**src/rtl/hdmi_island_scheduler_pkg.sv**
```systemverilog
// Shared types and lengths for the HDMI data-island scheduler.
// Period and packet-source encodings are visible to the encoder and assembler.
package hdmi_island_scheduler_pkg;

    typedef enum logic [2:0] {
        CTRL,
        VID_PRE,
        VID_GUARD,
        VIDEO,
        ISL_PRE,
        ISL_GUARD,
        ISL_PKT
    } period_t;

    typedef enum logic [1:0] {
        ACR,
        AUD,
        AVI,
        AIF
    } pkt_src_t;

    typedef enum logic [2:0] {
        S_IDLE,
        S_PRE,
        S_LGUARD,
        S_PKT,
        S_TGUARD
    } isl_state_t;

    localparam int PREAMBLE_LEN = 8;
    localparam int GUARD_LEN    = 2;
    localparam int PACKET_LEN   = 32;

    // Request/grant bit i corresponds to pkt_src_t value i; lowest bit wins.
    function automatic logic [3:0] pick(input logic [3:0] req);
        return req & (~req + 4'd1);
    endfunction

endpackage

```
**src/rtl/hdmi_req_tracker.sv**
```systemverilog
// Pending latches for ACR/AVI/AIF packets plus the ACR line divider.
// A set event in the same cycle as a grant leaves the latch pending.
module hdmi_req_tracker
    import hdmi_island_scheduler_pkg::*;
#(
    parameter int V_ACTIVE  = 720,
    parameter int ACR_LINES = 4
) (
    input  logic        clk,
    input  logic        rst_n,
    input  logic [10:0] hcnt,
    input  logic [9:0]  vcnt,
    input  logic [3:0]  grant,
    output logic        acr_pend,
    output logic        avi_pend,
    output logic        aif_pend
);

    localparam int LW = (ACR_LINES > 1) ? $clog2(ACR_LINES) : 1;

    logic [LW-1:0] line_cnt;
    logic          line_start;
    logic          acr_set;
    logic          info_set;

    assign line_start = (hcnt == 11'd0);
    assign acr_set    = line_start && (line_cnt == '0);
    assign info_set   = line_start && (vcnt == 10'(V_ACTIVE));

    always_ff @(posedge clk or negedge rst_n) begin
        if (!rst_n) begin
            line_cnt <= '0;
            acr_pend <= 1'b0;
            avi_pend <= 1'b1;
            aif_pend <= 1'b1;
        end else begin
            if (line_start) begin
                line_cnt <= (line_cnt == LW'(ACR_LINES - 1))
                          ? '0 : line_cnt + 1'b1;
            end
            acr_pend <= acr_set  | (acr_pend & ~grant[ACR]);
            avi_pend <= info_set | (avi_pend & ~grant[AVI]);
            aif_pend <= info_set | (aif_pend & ~grant[AIF]);
        end
    end

endmodule

```
**src/rtl/hdmi_island_scheduler.sv**
```systemverilog
// Per-line HDMI period sequencer and data-island packet arbiter.
// Optional ISLAND_STATS_EN adds the aud_miss saturating counter.
module hdmi_island_scheduler
    import hdmi_island_scheduler_pkg::*;
#(
    parameter int H_ACTIVE  = 1280,
    parameter int H_TOTAL   = 1512,
    parameter int V_ACTIVE  = 720,
    parameter int V_TOTAL   = 836,
    parameter int ISL_GAP   = 16,
    parameter int ISL_LIMIT = 1488,
    parameter int MAX_PKTS  = 18,
    parameter int ACR_LINES = 4
) (
    input  logic        clk,
    input  logic        rst_n,
    input  logic [10:0] hcnt,
    input  logic [9:0]  vcnt,
    input  logic        aud_req,
    output period_t     period,
    output pkt_src_t    pkt_src,
    output logic [4:0]  pkt_word,
    output logic [3:0]  grant,
    output logic        isl_first
`ifdef ISLAND_STATS_EN
    ,
    output logic [15:0] aud_miss
`endif
);

    localparam int ISL_START = H_ACTIVE + ISL_GAP;
    localparam int ROOM_MAX  = ISL_LIMIT - 1 - PACKET_LEN - GUARD_LEN;

    isl_state_t state, state_nx, cur_state;
    logic [4:0] cnt, cnt_nx, cur_cnt;
    logic [4:0] npk, npk_nx;
    logic [3:0] req, win;
    logic       pending, more_ok, room_ok, next_act;
    logic       acr_pend, avi_pend, aif_pend;
    period_t    period_d;
    pkt_src_t   src_d;
    logic [4:0] word_d;
    logic       first_d;

    hdmi_req_tracker #(
        .V_ACTIVE (V_ACTIVE),
        .ACR_LINES(ACR_LINES)
    ) u_req (
        .clk     (clk),
        .rst_n   (rst_n),
        .hcnt    (hcnt),
        .vcnt    (vcnt),
        .grant   (win),
        .acr_pend(acr_pend),
        .avi_pend(avi_pend),
        .aif_pend(aif_pend)
    );

    assign req      = {aif_pend, avi_pend, aud_req, acr_pend};
    assign pending  = |req;
    assign more_ok  = (npk < 5'(MAX_PKTS));
    assign room_ok  = (hcnt <= 11'(ROOM_MAX));
    assign next_act = (vcnt < 10'(V_ACTIVE - 1))
                   || (vcnt == 10'(V_TOTAL - 1));

    always_ff @(posedge clk or negedge rst_n) begin
        if (!rst_n) begin
            state <= S_IDLE;
            cnt   <= '0;
            npk   <= '0;
        end else begin
            state <= state_nx;
            cnt   <= cnt_nx;
            npk   <= npk_nx;
        end
    end

    // cur_* describes the pixel at hcnt now, including a window start.
    always_comb begin
        cur_state = state;
        cur_cnt   = cnt;
        if (state == S_IDLE && hcnt == 11'(ISL_START) && pending) begin
            cur_state = S_PRE;
            cur_cnt   = '0;
        end
        state_nx = cur_state;
        cnt_nx   = cur_cnt + 5'd1;
        npk_nx   = npk;
        win      = '0;
        unique case (cur_state)
            S_IDLE: cnt_nx = '0;
            S_PRE: begin
                npk_nx = '0;
                if (cur_cnt == 5'(PREAMBLE_LEN - 1)) begin
                    state_nx = S_LGUARD;
                    cnt_nx   = '0;
                end
            end
            S_LGUARD: begin
                if (cur_cnt == 5'(GUARD_LEN - 1)) begin
                    state_nx = S_PKT;
                    cnt_nx   = '0;
                end
            end
            S_PKT: begin
                if (cur_cnt == '0) begin
                    win    = pick(req);
                    npk_nx = npk + 5'd1;
                end
                if (cur_cnt == 5'(PACKET_LEN - 1)) begin
                    cnt_nx = '0;
                    if (!(pending && more_ok && room_ok))
                        state_nx = S_TGUARD;
                end
            end
            S_TGUARD: begin
                if (cur_cnt == 5'(GUARD_LEN - 1)) begin
                    state_nx = S_IDLE;
                    cnt_nx   = '0;
                end
            end
            default: begin
                state_nx = S_IDLE;
                cnt_nx   = '0;
            end
        endcase
    end

    always_comb begin
        period_d = CTRL;
        src_d    = pkt_src;
        word_d   = '0;
        first_d  = 1'b0;
        unique case (1'b1)
            win[ACR]: src_d = ACR;
            win[AUD]: src_d = AUD;
            win[AVI]: src_d = AVI;
            win[AIF]: src_d = AIF;
            default:  src_d = pkt_src;
        endcase
        unique case (cur_state)
            S_PRE:    period_d = ISL_PRE;
            S_LGUARD: begin
                period_d = ISL_GUARD;
                first_d  = 1'b1;
            end
            S_PKT: begin
                period_d = ISL_PKT;
                word_d   = cur_cnt;
            end
            S_TGUARD: period_d = ISL_GUARD;
            default: begin
                unique case (1'b1)
                    hcnt < 11'(H_ACTIVE) && vcnt < 10'(V_ACTIVE):
                        period_d = VIDEO;
                    next_act && hcnt >= 11'(H_TOTAL - 10)
                             && hcnt <= 11'(H_TOTAL - 3):
                        period_d = VID_PRE;
                    next_act && hcnt >= 11'(H_TOTAL - 2):
                        period_d = VID_GUARD;
                    default:
                        period_d = CTRL;
                endcase
            end
        endcase
    end

    always_ff @(posedge clk or negedge rst_n) begin
        if (!rst_n) begin
            period    <= CTRL;
            pkt_src   <= ACR;
            pkt_word  <= '0;
            grant     <= '0;
            isl_first <= 1'b0;
        end else begin
            period    <= period_d;
            pkt_src   <= src_d;
            pkt_word  <= word_d;
            grant     <= win;
            isl_first <= first_d;
        end
    end

`ifdef ISLAND_STATS_EN
    logic [15:0] miss_q;
    logic        isl_line;
    logic        miss_ev;

    assign miss_ev = aud_req && (
        (cur_state == S_TGUARD && cur_cnt == 5'(GUARD_LEN - 1)) ||
        (cur_state == S_IDLE && !isl_line && hcnt == 11'(ISL_LIMIT)));

    always_ff @(posedge clk or negedge rst_n) begin
        if (!rst_n) begin
            miss_q   <= '0;
            isl_line <= 1'b0;
        end else begin
            if (hcnt == 11'd0)
                isl_line <= 1'b0;
            else if (cur_state == S_PRE)
                isl_line <= 1'b1;
            if (miss_ev && miss_q != 16'hFFFF)
                miss_q <= miss_q + 16'd1;
        end
    end

    assign aud_miss = miss_q;
`endif

endmodule

```
**config.mk**
```make
export PLATFORM = sky130hd
export DESIGN_NAME = hdmi_island_scheduler
export DESIGN_NICKNAME = d
export VERILOG_FILES = /design/src/rtl/hdmi_island_scheduler_pkg.sv /design/src/rtl/hdmi_req_tracker.sv /design/src/rtl/hdmi_island_scheduler.sv
export SDC_FILE = /design/constraint.sdc
export NUM_CORES = 1
export LEC_CHECK = 0
export ABC_AREA = 1
export CELL_PAD_IN_SITES_DETAIL_PLACEMENT = 1
export CELL_PAD_IN_SITES_GLOBAL_PLACEMENT = 2
export CORE_ASPECT_RATIO = 1.1
export CORE_MARGIN = 2
export CORE_UTILIZATION = 33
export DETAILED_ROUTE_END_ITERATION = 7
export GPL_TIMING_DRIVEN = 0
export PLACE_DENSITY = 0.94
export REMOVE_ABC_BUFFERS = 1
export SLEW_MARGIN = 20
export SYNTH_ARGS = -nofsm -noshare
export SYNTH_HDL_FRONTEND = slang
export SYNTH_HIERARCHICAL = 1
export SYNTH_SLANG_ARGS = --single-unit
export TNS_END_PERCENT = 100
```
**constraint.sdc**
```tcl
create_clock -name clk -period 5.5 [get_ports clk]
set_input_delay 1.65 -clock clk [delete_from_list [all_inputs] [get_ports clk]]
set_output_delay 1.65 -clock clk [all_outputs]
set_load 0.1 [all_outputs]
```
==> flow_metrics.env, run 1 <==
export IMPL_status="complete, no violations"
export IMPL_layout_min_cycle_time_ps=4100
export IMPL_syn_area_um2=2230
export IMPL_synth_edf_count=0
export IMPL_worst_path_buf_inv=3
export IMPL_final_area_um2=2810
export IMPL_grt_overflow=0
export IMPL_final_layout_size_suffix_gt1_share_pct=16.0
export IMPL_p_leak_uw=0.00137
export IMPL_synthTopCellsByArea="dfrtp_1 (35%), nand2_1 (12%), nand3_1 (7.8%), inv_1 (7.6%), nor2_1 (5.0%)"
export IMPL_finalHoldViolCount=0
export IMPL_grt_busiest_layer="met2"
export IMPL_antenna_cells=0
export IMPL_cp_cell_sequence="clkdlybuf4s50_1 > nand3_1 > nor2_2 > nand3_2 > nand2_1 > ha_1 > inv_1 > nor2_4 > nand3_4 > nor2_1 > inv_1 > nand2_1 > nand2_1"
export IMPL_cp_common_cell="nand2_1"
export IMPL_io_pins=39
export IMPL_rsz0062_at_grt="no"
export IMPL_min_path_cells=2
export IMPL_initialDrtViolationCount=44
export IMPL_grtUsageMet1_pct=20.2
export IMPL_yosysMostFrequentCell="nand2_1"
export IMPL_tns_ps=0
export IMPL_use_met2_pct=27.5
export IMPL_rr_worst_depth=12
export IMPL_path_class="in2reg"
export IMPL_r2r_start="u_req/acr_pend"
export IMPL_worst_pin_slew_ps=967
export IMPL_ant_nets=0
export IMPL_dieWidth_um=82.4
export IMPL_layout_nets=368
export IMPL_fin_total_pwr_uw=548
export IMPL_ys_seq_area_share_pct=37.1
export IMPL_synth_ff_type="dfrtp_1"
export IMPL_antenna_found_initial=0
export IMPL_powerDensity_nw_per_um2=195
export IMPL_die_area_um2=7440
export IMPL_die_h_um=90.3
export IMPL_arrival_ps=4270
export IMPL_start_util_pct=34.1
export IMPL_cts_made_buffers=5
export IMPL_cp_data_required_time_ps=5670
export IMPL_syn_avg_cell_area_um2=7.62
export IMPL_viasPerCell=4.82
export IMPL_startpoint_type="input port"
export IMPL_post_cts_setup_buffers=0
export IMPL_port_buffers=38
export IMPL_met3_usage_pct=2.10
export IMPL_drc=0
export IMPL_rows=31
export IMPL_gp_congestion=0.795
export IMPL_setup_slack_ps=1400
export IMPL_final_period_utilization_pct=74.5
export IMPL_grt_pass1_vias=2145
export IMPL_wl_um=5220
export IMPL_clock_skew_ps=5.21
export IMPL_hold_path_class="reg2reg"
export IMPL_dp_hpwl_um=4290
export IMPL_cp_max_fo=12
export IMPL_max_stage_delay_ps=540
export IMPL_crit_path_end_kind="register"
export IMPL_maxSlewHeadroom_pct=35.3
export IMPL_hp_start="u_req/aif_pend"
export IMPL_yosys_area_top_type_share_pct=34.8
export IMPL_cp_slowest_cell="clkdlybuf4s50_1"
export IMPL_placed_area_um2=2710
export IMPL_syn_inst=293
export IMPL_syn2layout_area_growth_pct=25.8
export IMPL_reg2reg_slack_ps=2790
export IMPL_async_reset_ff_share_pct=100
export IMPL_core_area_um2=6560
export IMPL_synth_distinct_cells=34
export IMPL_vias=2024
export IMPL_grt_max_degree=20
export IMPL_cts_resized_gates=0
export IMPL_ir_drop_v=0.000197
export IMPL_cts_sinks=33
export IMPL_grt_first_pass_wirelength_um=9520
export IMPL_hold_buffers=0
export IMPL_netlist_top_cells_count="nand2_1 (69), inv_1 (45), nand3_1 (35), dfrtp_1 (31), nor2_1 (30)"
export IMPL_cts_reportedPaths_clkPinSlew_ps=70
export IMPL_first_pass_iters=4
export IMPL_cts_tree="done"
export IMPL_synth_top_area_cell="dfrtp_1"
export IMPL_slew_violations=0
export IMPL_critical_path_top_delay_family="simple AND/OR/NAND/NOR gates"
export IMPL_dp_slack_ps=1080
export IMPL_fmax_mhz=244
export IMPL_clock_latency_ps=280
export IMPL_cts_buffer_depth=2
export IMPL_grtUsageTotal_pct=15.9
export IMPL_finalSetupViolations=0
export IMPL_ys_warn_count=6
export IMPL_wl_per_cell_um=12.4
export IMPL_htreeDepth=2
export IMPL_fillers=816
export IMPL_max_cap_violations=0
export IMPL_r2r_end="cnt[0]"
export IMPL_root_buffer="clkbuf_8"
export IMPL_yosys_register_bits=33
export IMPL_holdPathEnd="u_req/aif_pend"
## routing by layer
layer  part of all wire (%)  vias up  wire (um)
li1                       -     1011          -
met4                    1.3        0         69
met3                    2.7        5        141
met5                      0        -          0
met1                     44      971       2320
met2                     51       37       2690
## stage by stage
step	utilization [%]	cells	hold WS, ps
4_1_cts	42.8	420	486
5_1_grt	42.8	420	516
3_5_place_dp	41.3	412	471
3_3_place_gp	40.9	411	460
2_1_floorplan	-	291	446
6_report	42.8	420	479
## cell families after synthesis
logic type               share of synthesized area (%)
AND/OR/NAND/NOR                                   43.3
buffers and inverters                             10.1
flip-flops                                        37.1
AO/OA/AOI/OAI                                     4.37
adder cells (fa/ha/maj)                           3.92
XOR/XNOR                                          1.18
## power by group
| part | internal (uW) | switching (uW) | total, uW | leakage (uW) |
|---|---|---|---|---|
| combinational | 36.3 | 56.9 | 93.2 | 0.000884 |
| sequential | 250 | 6.30 | 256 | 0.000433 |
| clock | 113 | 85.6 | 199 | 0.0000542 |
| total | 399 | 149 | 548 | 0.00137 |
## tightest hold or removal path, stage by stage (launching register included)
cell     delay (ps)
dfstp_2         370
nand2_1          60
nand2_1          50
## state kept, by name, summed over array words and instances, names as in the netlist
signal / cells
cnt: 5
npk: 5
pkt_word: 5
grant: 4
period: 3
state: 3
pkt_src: 2
u_req/line_cnt: 2
isl_first: 1
u_req/acr_pend: 1
u_req/aif_pend: 1
u_req/avi_pend: 1
## how the worst max path moves through the flow
| stage | start | endpoint | slack (ps) | cells past startpoint |
|---|---|---|---|---|
| final | hcnt[10] | u_req/acr_pend | 1400 | 13 |
| after global routing | hcnt[9] | cnt[0] | 1100 | 14 |
| after CTS | hcnt[10] | u_req/acr_pend | 1360 | 13 |
| after detailed placement | hcnt[10] | u_req/acr_pend | 1080 | 13 |
| after global placement | hcnt[10] | u_req/acr_pend | 1150 | 13 |
| after floorplan | hcnt[9] | u_req/acr_pend | 2040 | 13 |
## final cells by class
type | count | area (um2) | share of cell area (%)
timing repair buffer | 39 | 403 | 14.3
inverter | 52 | 195 | 6.95
tap | 82 | 103 | 3.65
sequential | 33 | 828 | 29.5
clock buffer | 7 | 96.3 | 3.43
clock inverter | 1 | 5.00 | 0.178
multi-input combinational | 206 | 1180 | 41.9
## layout by cell type, fill, tap and decap left out, drive strengths merged
| cell | netlist | layout |
|---|---|---|
| clkdlybuf4s50 | 0 | 37 |
| buf | 2 | 2 |
| o21ai | 5 | 5 |
| o21a | 1 | 1 |
| nand4 | 8 | 8 |
| clkinv | 0 | 1 |
| o31ai | 1 | 1 |
| xor2 | 3 | 3 |
| nor2 | 41 | 41 |
| nor4b | 1 | 1 |
| dfrtp | 31 | 31 |
| dfstp | 2 | 2 |
| clkbuf | 0 | 7 |
| a21oi | 5 | 5 |
| inv | 52 | 52 |
| ha | 7 | 7 |
| nand2 | 76 | 76 |
| o21bai | 1 | 1 |
| nor3 | 10 | 10 |
| or2 | 1 | 1 |
| a31oi | 1 | 1 |
| nand3 | 44 | 44 |
| nand3b | 1 | 1 |
Power figures use the tool's default switching activity.
==> run 2: changes to the inputs <==
--- a/config.mk
+++ b/config.mk
@@ -10,10 +10,10 @@
 export CELL_PAD_IN_SITES_GLOBAL_PLACEMENT = 2
 export CORE_ASPECT_RATIO = 1.1
 export CORE_MARGIN = 2
-export CORE_UTILIZATION = 33
+export CORE_UTILIZATION = 30
 export DETAILED_ROUTE_END_ITERATION = 7
 export GPL_TIMING_DRIVEN = 0
-export PLACE_DENSITY = 0.94
+export PLACE_DENSITY = 0.87
 export REMOVE_ABC_BUFFERS = 1
 export SLEW_MARGIN = 20
 export SYNTH_ARGS = -nofsm -noshare
==> constraint.sdc (replaced) <==
create_clock -name clk -period 4.1 [get_ports clk]
set_input_delay 1.23 -clock clk [delete_from_list [all_inputs] [get_ports clk]]
set_output_delay 1.23 -clock clk [all_outputs]
set_load 0.1 [all_outputs]
==> run 2 against run 1 <==
  * First-iteration DRC count grew 9.1%
  * Sequential power grew 34%
  * Total power grew 28%
  * Design area shrank 0.62%
  * Clock skew shrank 1.8 ps
  * Critical path type unchanged
  * Largest power group unchanged
==> flow_metrics.env, run 2 (synthesis gave the netlist of run 1 again) <==
export IMPL_initialDrtViolationCount=48
export IMPL_post_cts_setup_buffers=0
export IMPL_final_layout_size_suffix_gt1_share_pct=15.1
export IMPL_crit_path_end_kind="register"
export IMPL_maxSlewHeadroom_pct=34.7
export IMPL_cts_tree="done"
export IMPL_start_util_pct=31.3
export IMPL_vias=1982
export IMPL_wl_um=5100
export IMPL_max_cap_violations=0
export IMPL_hold_path_class="reg2reg"
export IMPL_grtUsageTotal_pct=14.2
export IMPL_worst_path_buf_inv=3
export IMPL_powerDensity_nw_per_um2=252
export IMPL_r2r_end="cnt[2]"
export IMPL_cts_reportedPaths_clkPinSlew_ps=70
export IMPL_syn2layout_area_growth_pct=25.0
export IMPL_die_h_um=94.5
export IMPL_grt_first_pass_wirelength_um=9330
export IMPL_max_stage_delay_ps=540
export IMPL_critical_path_top_delay_family="simple AND/OR/NAND/NOR gates"
export IMPL_arrival_ps=3820
export IMPL_grt_max_degree=23
export IMPL_ant_nets=0
export IMPL_slew_violations=0
export IMPL_die_area_um2=8150
export IMPL_path_class="in2reg"
export IMPL_final_period_utilization_pct=88.9
export IMPL_viasPerCell=4.69
export IMPL_whs_ps=465
export IMPL_holdPathEnd="u_req/aif_pend"
export IMPL_fmax_mhz=274
export IMPL_port_buffers=38
export IMPL_cts_sinks=33
export IMPL_cts_buffer_depth=2
export IMPL_rsz0062_at_grt="no"
export IMPL_dieWidth_um=86.2
export IMPL_ir_drop_v=0.000103
export IMPL_grt_overflow=0
export IMPL_core_area_um2=7130
export IMPL_reg2reg_slack_ps=1420
export IMPL_cp_cell_sequence="clkdlybuf4s50_1 > nand3_1 > nor2_2 > nand3_2 > nand2_1 > ha_1 > inv_1 > nor2_4 > nand3_4 > nor2_1 > inv_1 > nand2_1 > nand2_1"
export IMPL_most_common_layout_cells="nand2_1 (69), inv_1 (45), clkdlybuf4s50_1 (37)"
export IMPL_rows=32
export IMPL_p_leak_uw=0.00136
export IMPL_finalHoldViolCount=0
export IMPL_min_path_cells=2
export IMPL_cp_slowest_cell="clkdlybuf4s50_1"
export IMPL_io_pins=39
export IMPL_hold_buffers=0
export IMPL_status="complete, no violations"
export IMPL_antenna_found_initial=0
export IMPL_cts_resized_gates=0
export IMPL_r2r_start="u_req/acr_pend"
export IMPL_final_common_cell="nand2_1"
export IMPL_first_pass_iters=4
export IMPL_hp_start="u_req/aif_pend"
export IMPL_dp_hpwl_um=4220
export IMPL_largest_registers="cnt (5), npk (5), pkt_word (5)"
export IMPL_root_buffer="clkbuf_8"
export IMPL_worst_pin_slew_ps=977
export IMPL_cp_data_required_time_ps=4270
export IMPL_clock_skew_ps=3.46
export IMPL_rr_worst_depth=12
export IMPL_wl_per_cell_um=12.0
export IMPL_cp_common_cell="nand2_1"
export IMPL_finalSetupViolations=0
export IMPL_cts_made_buffers=5
export IMPL_htreeDepth=2
export IMPL_final_cells=423
export IMPL_drc=0
export IMPL_placed_cells=415
export IMPL_cp_max_fo=12
export IMPL_grt_pass1_vias=2048
export IMPL_fillers=893
export IMPL_layout_min_cycle_time_ps=3650
export IMPL_layout_nets=368
export IMPL_gp_congestion=0.826
export IMPL_tns_ps=0
export IMPL_clock_latency_ps=280
export IMPL_antenna_cells=0
export IMPL_startpoint_type="input port"
run 2: cell count changes in the layout (fill, tap and decap cells not counted), sizes merged:
cell    before  now
clkinv       1    0
clkbuf       7    8
run 2: tightest hold or removal path: stages, from the launching register on:
cell,delay (ps)
dfstp_2,370
nand2_1,50
nand2_1,50
run 2: worst max path at each step:
stage                                 to      from  slack, ps  cells past startpoint
after CTS                 u_req/acr_pend  hcnt[10]        400                     13
after detailed placement  u_req/acr_pend  hcnt[10]        100                     13
after floorplan           u_req/acr_pend   hcnt[9]       1060                     13
after global placement    u_req/aif_pend  hcnt[10]        130                     13
after global routing      u_req/acr_pend  hcnt[10]        140                     13
final                     u_req/acr_pend  hcnt[10]        450                     13
run 2: power by group:
| part | total (uW) | internal [uW] | leakage, uW | switching, uW |
|---|---|---|---|---|
| Combinational | 124 | 48.8 | 0.000884 | 75.4 |
| Clock | 235 | 121 | 0.0000395 | 114 |
| Sequential | 344 | 335 | 0.000433 | 8.85 |
| Total | 702 | 504 | 0.00136 | 198 |
run 2: cell type report:
type / count / area (um2) / share of cell area (%)
timing repair buffer: 39 / 403 / 14.4
clock buffer: 8 / 80.1 / 2.87
sequential: 33 / 828 / 29.7
tap: 85 / 106 / 3.81
inverter: 52 / 195 / 7.00
multi-input combinational: 206 / 1180 / 42.2
run 2: metrics by stage:
step	area, um2	util, %	power [uW]	setup WS [ps]
6_report	2790	39.2	702	454
5_1_grt	2790	39.2	739	138
4_1_cts	2790	39.2	713	396
3_5_place_dp	2710	38.0	476	96.0
3_3_place_gp	2690	37.7	470	126
2_1_floorplan	2200	-	417	1060
run 2: metal layers:
layer  vias up  share of wire (%)  GRT usage [%]
li1       1016                  -              -
met1       931                 47           18.3
met2        29                 50           24.8
met3         6                2.2           1.57
met4         0                1.5           4.30
met5         -                  0              0
==> RTL edit 1: new RTL, config.mk and constraints of run 2 <==
`ACR_LINES` is set to 4 in 2 places; all go to 2.
--- a/src/rtl/hdmi_req_tracker.sv
+++ b/src/rtl/hdmi_req_tracker.sv
@@ -6,3 +6,3 @@
     parameter int V_ACTIVE  = 720,
-    parameter int ACR_LINES = 4
+    parameter int ACR_LINES = 2
 ) (
--- a/src/rtl/hdmi_island_scheduler.sv
+++ b/src/rtl/hdmi_island_scheduler.sv
@@ -12,3 +12,3 @@
     parameter int MAX_PKTS  = 18,
-    parameter int ACR_LINES = 4
+    parameter int ACR_LINES = 2
 ) (
Check against the original RTL: no difference found for any inputs over 10 cycles, from zero or initial values and one cycle with rst_n low; that may be too few to reach the edited logic, so the function may still have changed.
==> RTL edit 1 against run 2 <==
- setup slack got worse by 80 ps
- wire length fell by 1.3%
- design area fell by 2.1%
- highest routed layer unchanged
- non-clock buffer count did not move
- total power rose by 2.2%
- sequential cell count fell by 1
- critical path type unchanged
- worst hold slack improved by 2.2 ps
- largest power group unchanged
- area after synthesis fell by 3.5%
- final cell count fell by 2.4%
- synthesized cell count fell by 3.4%
==> RTL edit 1: results (changes against run 2) <==
<table>
<tr><th>Metric</th><th>Value</th></tr>
<tr><th colspan="2">Status</th></tr>
<tr><td>Status</td><td>completed</td></tr>
<tr><th colspan="2">Synthesis</th></tr>
<tr><td>XOR/XNOR Fraction of Synth Area</td><td>0.01220 (+0.0004238)</td></tr>
<tr><td>Most frequent cells after synthesis</td><td>sky130_fd_sc_hd__nand2_1, sky130_fd_sc_hd__inv_1, sky130_fd_sc_hd__nand3_1</td></tr>
<tr><td>Post-synthesis sequential area ratio</td><td>0.3728 (+0.001746)</td></tr>
<tr><th colspan="2">Power</th></tr>
<tr><td>Sw power</td><td>0.1917 mW (-3.3%)</td></tr>
<tr><td>Lkg Pwr</td><td>1.328 nW (-2.2%)</td></tr>
<tr><td>VDD IR-drop max</td><td>0.1656 mV (+61%)</td></tr>
<tr><td>Clock group power</td><td>0.264 mW (+12%)</td></tr>
<tr><th colspan="2">Placement</th></tr>
<tr><td>Total half-perimeter wirelength after legalization and detailed placement</td><td>4031 um (-4.5%)</td></tr>
<tr><th colspan="2">Routing</th></tr>
<tr><td>Violation count after the first detailed-route iteration</td><td>38 (-21%)</td></tr>
<tr><td>Met1 Wirelength</td><td>2311 um (-2.9%)</td></tr>
<tr><td>Length of routed met3 wiring</td><td>106 um (-7.0%)</td></tr>
<tr><td>Met2 Routed Length</td><td>2544 um (+0.75%)</td></tr>
<tr><td>Total wire length</td><td>5031 um (-1.3%)</td></tr>
<tr><td>Via-to-Cell Ratio</td><td>4.663 (-0.47%)</td></tr>
<tr><th colspan="2">Timing</th></tr>
<tr><td>Worst Tran Pin Value</td><td>964.2 ps (-12.70 ps)</td></tr>
<tr><td>Layout Skew</td><td>12.71 ps (+9.250 ps)</td></tr>
<tr><th colspan="2">Global routing</th></tr>
<tr><td>Maximum number of pins on one net before global-route repair</td><td>18 (-22%)</td></tr>
<tr><td>First-pass GRT wire length</td><td>8873 um (-4.9%)</td></tr>
<tr><td>Met2 Usage GRT</td><td>0.2487 (+0.0006256)</td></tr>
<tr><th colspan="2">Finish</th></tr>
<tr><td>Layout cell share with drive strength beyond 1</td><td>0.1585 (+0.007649)</td></tr>
<tr><td>Count of inverters other than clock inverters in the layout</td><td>50 (-3.8%)</td></tr>
<tr><td>Clk tree area frac</td><td>0.03663 (+0.007931)</td></tr>
<tr><td>Final net count</td><td>356 (-3.3%)</td></tr>
<tr><td>Fraction of area in non-clock buffers</td><td>0.1474 (+0.003042)</td></tr>
<tr><th colspan="2">Worst setup path</th></tr>
<tr><td>Data arrival time of the critical path</td><td>3890 ps (+70 ps)</td></tr>
</table>
[RTL edit 1: changes by cell type in the layout (fill, tap and decap cells not counted), sizes merged, moves of 2 or more]
cell	delta
nand3	-2
ha	-2
inv	-2
nand2	-3
[RTL edit 1: worst reg2reg max path, cell delays in order (launching register included)]
cell	delay, ps
sky130_fd_sc_hd__dfstp_2	540
sky130_fd_sc_hd__inv_1	80
sky130_fd_sc_hd__nand3_1	190
sky130_fd_sc_hd__nand3_2	380
sky130_fd_sc_hd__nand2_1	350
sky130_fd_sc_hd__ha_1	220
sky130_fd_sc_hd__inv_1	70
sky130_fd_sc_hd__nor2_4	140
sky130_fd_sc_hd__nand3_4	230
sky130_fd_sc_hd__nor2_1	200
sky130_fd_sc_hd__inv_1	60
sky130_fd_sc_hd__nand2_1	60
sky130_fd_sc_hd__nand2_1	50
[RTL edit 1: final timing paths]
kind                                 from             end  slack, ps  depth (start not counted)
setup reg to reg           u_req/avi_pend  u_req/acr_pend       1420                         12
hold / removal             u_req/aif_pend  u_req/aif_pend        470                          2
setup / recovery                 hcnt[10]  u_req/acr_pend        370                         13
min in group asynchronous           rst_n     pkt_word[2]        880                          1
hold reg to reg            u_req/aif_pend  u_req/aif_pend        470                          2
max in group asynchronous           rst_n  u_req/aif_pend       2710                          2
[RTL edit 1: metrics by stage]
| stage | hold slack, ps | cells | area [um^2] | util |
|---|---|---|---|---|
| floorplan | 432.9 | 281 | 2123 | - |
| global placement | 449.8 | 404 | 2610 | 0.3725 |
| detailed placement | 458.4 | 405 | 2633 | 0.3757 |
| CTS | 469.6 | 413 | 2733 | 0.3900 |
| global route | 494.5 | 413 | 2733 | 0.3900 |
| finish | 467.2 | 413 | 2733 | 0.3900 |
==> RTL edit 2: new RTL, config.mk and constraints of run 2 <==
Made on the original files. Take the reset off `pkt_word` and load it in a clocked block of its own.
--- a/src/rtl/hdmi_island_scheduler.sv
+++ b/src/rtl/hdmi_island_scheduler.sv
@@ -171,3 +171,2 @@
             pkt_src   <= ACR;
-            pkt_word  <= '0;
             grant     <= '0;
@@ -177,3 +176,2 @@
             pkt_src   <= src_d;
-            pkt_word  <= word_d;
             grant     <= win;
@@ -181,2 +179,6 @@
         end
+    end
+
+    always_ff @(posedge clk) begin
+        pkt_word <= word_d;
     end
Check against the original RTL: no difference found for any inputs over 10 cycles, from zero or initial values and one cycle with rst_n low; that may be too few to reach the edited logic, so the function may still have changed.
==> RTL edit 2 against run 2 <==
- utilization grew 0.42 points
- synthesized cell count grew 0.68%
- total power shrank 5.6%
- wire length grew 5.5%
- area after synthesis shrank 6.0%
- sequential cell count is the same
- critical path depth grew 2
- setup slack gained 110 ps
- final cell count shrank 0.47%
- design area shrank 5.4%
==> RTL edit 2: results (changes against run 2) <==
<table>
<tr><th>Metric</th><th>Value</th></tr>
<tr><th colspan="2">Status</th></tr>
<tr><td>Status</td><td>completed</td></tr>
<tr><th colspan="2">Finish</th></tr>
<tr><td>Number of fill cells</td><td>853 (-4.5%)</td></tr>
<tr><td>Layout cell share with drive strength beyond 1</td><td>0.09735 (-0.05354)</td></tr>
<tr><td>Final net count</td><td>369 (+0.27%)</td></tr>
<tr><th colspan="2">Synthesis</th></tr>
<tr><td>Main area contributors after synthesis</td><td>sky130_fd_sc_hd__dfrtp_1, sky130_fd_sc_hd__nand2_1, sky130_fd_sc_hd__nand3_1</td></tr>
<tr><td>Post-synthesis sequential area ratio</td><td>0.3828 (+0.01175)</td></tr>
<tr><td>Post-synthesis cell type count</td><td>33 (-2.9%)</td></tr>
<tr><td>Most frequent cells after synthesis</td><td>sky130_fd_sc_hd__nand2_1, sky130_fd_sc_hd__inv_1, sky130_fd_sc_hd__nand3_1</td></tr>
<tr><td>Post-synth ARST share</td><td>0.8485 (-0.1515)</td></tr>
<tr><th colspan="2">Placement</th></tr>
<tr><td>Post-place instance area</td><td>2554 um^2 (-5.8%)</td></tr>
<tr><td>RePlAce Congestion</td><td>0.7628 (-7.6%)</td></tr>
<tr><td>Total half-perimeter wirelength after legalization and detailed placement</td><td>4261 um (+0.95%)</td></tr>
<tr><th colspan="2">Power</th></tr>
<tr><td>Lkg Pwr</td><td>1.318 nW (-2.9%)</td></tr>
<tr><td>VDD IR-drop max</td><td>0.1008 mV (-1.9%)</td></tr>
<tr><th colspan="2">Worst setup path</th></tr>
<tr><td>Data arrival time of the critical path</td><td>3710 ps (-110 ps)</td></tr>
<tr><th colspan="2">Clock tree</th></tr>
<tr><td>CTS-repair resized insts</td><td>0 (unchanged)</td></tr>
<tr><th colspan="2">Global routing</th></tr>
<tr><td>Global-route usage over all layers</td><td>0.1526 (+0.01079)</td></tr>
<tr><td>Vias in the first global route</td><td>2093 (+2.2%)</td></tr>
<tr><td>First-pass GRT wire length</td><td>9722 um (+4.2%)</td></tr>
<tr><td>Maximum number of pins on one net before global-route repair</td><td>29 (+26%)</td></tr>
<tr><th colspan="2">Routing</th></tr>
<tr><td>WL/cell</td><td>12.77 um (+6.0%)</td></tr>
<tr><td>Via count of the routed design</td><td>2012 (+1.5%)</td></tr>
<tr><td>Violation count after the first detailed-route iteration</td><td>75 (+56%)</td></tr>
<tr><th colspan="2">Timing</th></tr>
<tr><td>Layout Skew</td><td>3.940 ps (+0.4831 ps)</td></tr>
<tr><td>Worst Tran Pin Value</td><td>974.4 ps (-2.502 ps)</td></tr>
</table>
-- RTL edit 2: layout make-up --
type / instances / share of cell area
Clock inverter: 3 / 0.006635
Inverter: 51 / 0.07251
Clock buffer: 5 / 0.02607
Sequential cell: 33 / 0.3043
Multi-Input combinational cell: 209 / 0.4095
Timing Repair Buffer: 38 / 0.1422
Tap cell: 82 / 0.03886
-- RTL edit 2: report_power, final --
part	internal, mW	total [mW]	leakage (nW)	switching, mW
registers	0.328	0.330	0.419	0.00217
logic	0.0348	0.0922	0.855	0.0574
clock network	0.117	0.241	0.0439	0.124
-- RTL edit 2: layer usage --
metal,vias up,global-route usage,share of wire
met3,5,0.02250,0.023
met2,26,0.2680,0.50
met4,0,0.03226,0.0089
met5,-,0,0
li1,1018,-,-
met1,963,0.1987,0.47
-- RTL edit 2: worst max-delay path, cell delays in order --
cell                              delay (ps)
sky130_fd_sc_hd__clkdlybuf4s50_1         560
sky130_fd_sc_hd__inv_2                    70
sky130_fd_sc_hd__nor2_2                  100
sky130_fd_sc_hd__nand2_1                  70
sky130_fd_sc_hd__nor2_2                  100
sky130_fd_sc_hd__nand3_2                 250
sky130_fd_sc_hd__nand2_1                 270
sky130_fd_sc_hd__ha_1                    230
sky130_fd_sc_hd__nand2_4                  70
sky130_fd_sc_hd__a21oi_4                 190
sky130_fd_sc_hd__nand2_2                 220
sky130_fd_sc_hd__nor2_1                  190
sky130_fd_sc_hd__inv_1                    50
sky130_fd_sc_hd__nand2_1                  50
sky130_fd_sc_hd__nand2_1                  50
-- RTL edit 2: logic make-up (layout without fill, tap and decap cells) --
kind of cell / after synthesis / in the layout / synth area share
compound gates: 17 / 17 / 0.05784
simple gates: 182 / 182 / 0.4031
buf+inv: 53 / 97 / 0.1020
fa+ha+maj: 7 / 7 / 0.04174
xor+xnor: 3 / 3 / 0.01252
flops: 33 / 33 / 0.3828
-- RTL edit 2: path summary, 6_finish.rpt --
check	start	to	slack, ps	cells after the start
worst max-delay path	hcnt[4]	u_req/acr_pend	570	15
min in group asynchronous	rst_n	grant[0]	960	1
worst min-delay path	u_req/aif_pend	u_req/aif_pend	500	2
worst min register to register	u_req/aif_pend	u_req/aif_pend	500	2
max in group asynchronous	rst_n	state[0]	2720	1
worst max register to register	u_req/avi_pend	u_req/acr_pend	1620	12
-- RTL edit 2: through the flow --
step / power, mW / setup WS (ps) / cells / hold WS, ps / util
2_1_floorplan: 0.3820 / 1181 / 293 / 453.6 / -
3_3_place_gp: 0.4289 / 280.1 / 413 / 471.8 / 0.3835
3_5_place_dp: 0.4299 / 256.9 / 413 / 489.5 / 0.3828
4_1_cts: 0.6750 / 554.8 / 421 / 500.3 / 0.3957
5_1_grt: 0.6984 / 293.4 / 421 / 521.1 / 0.3957
6_report: 0.6632 / 566.1 / 421 / 499.7 / 0.3957
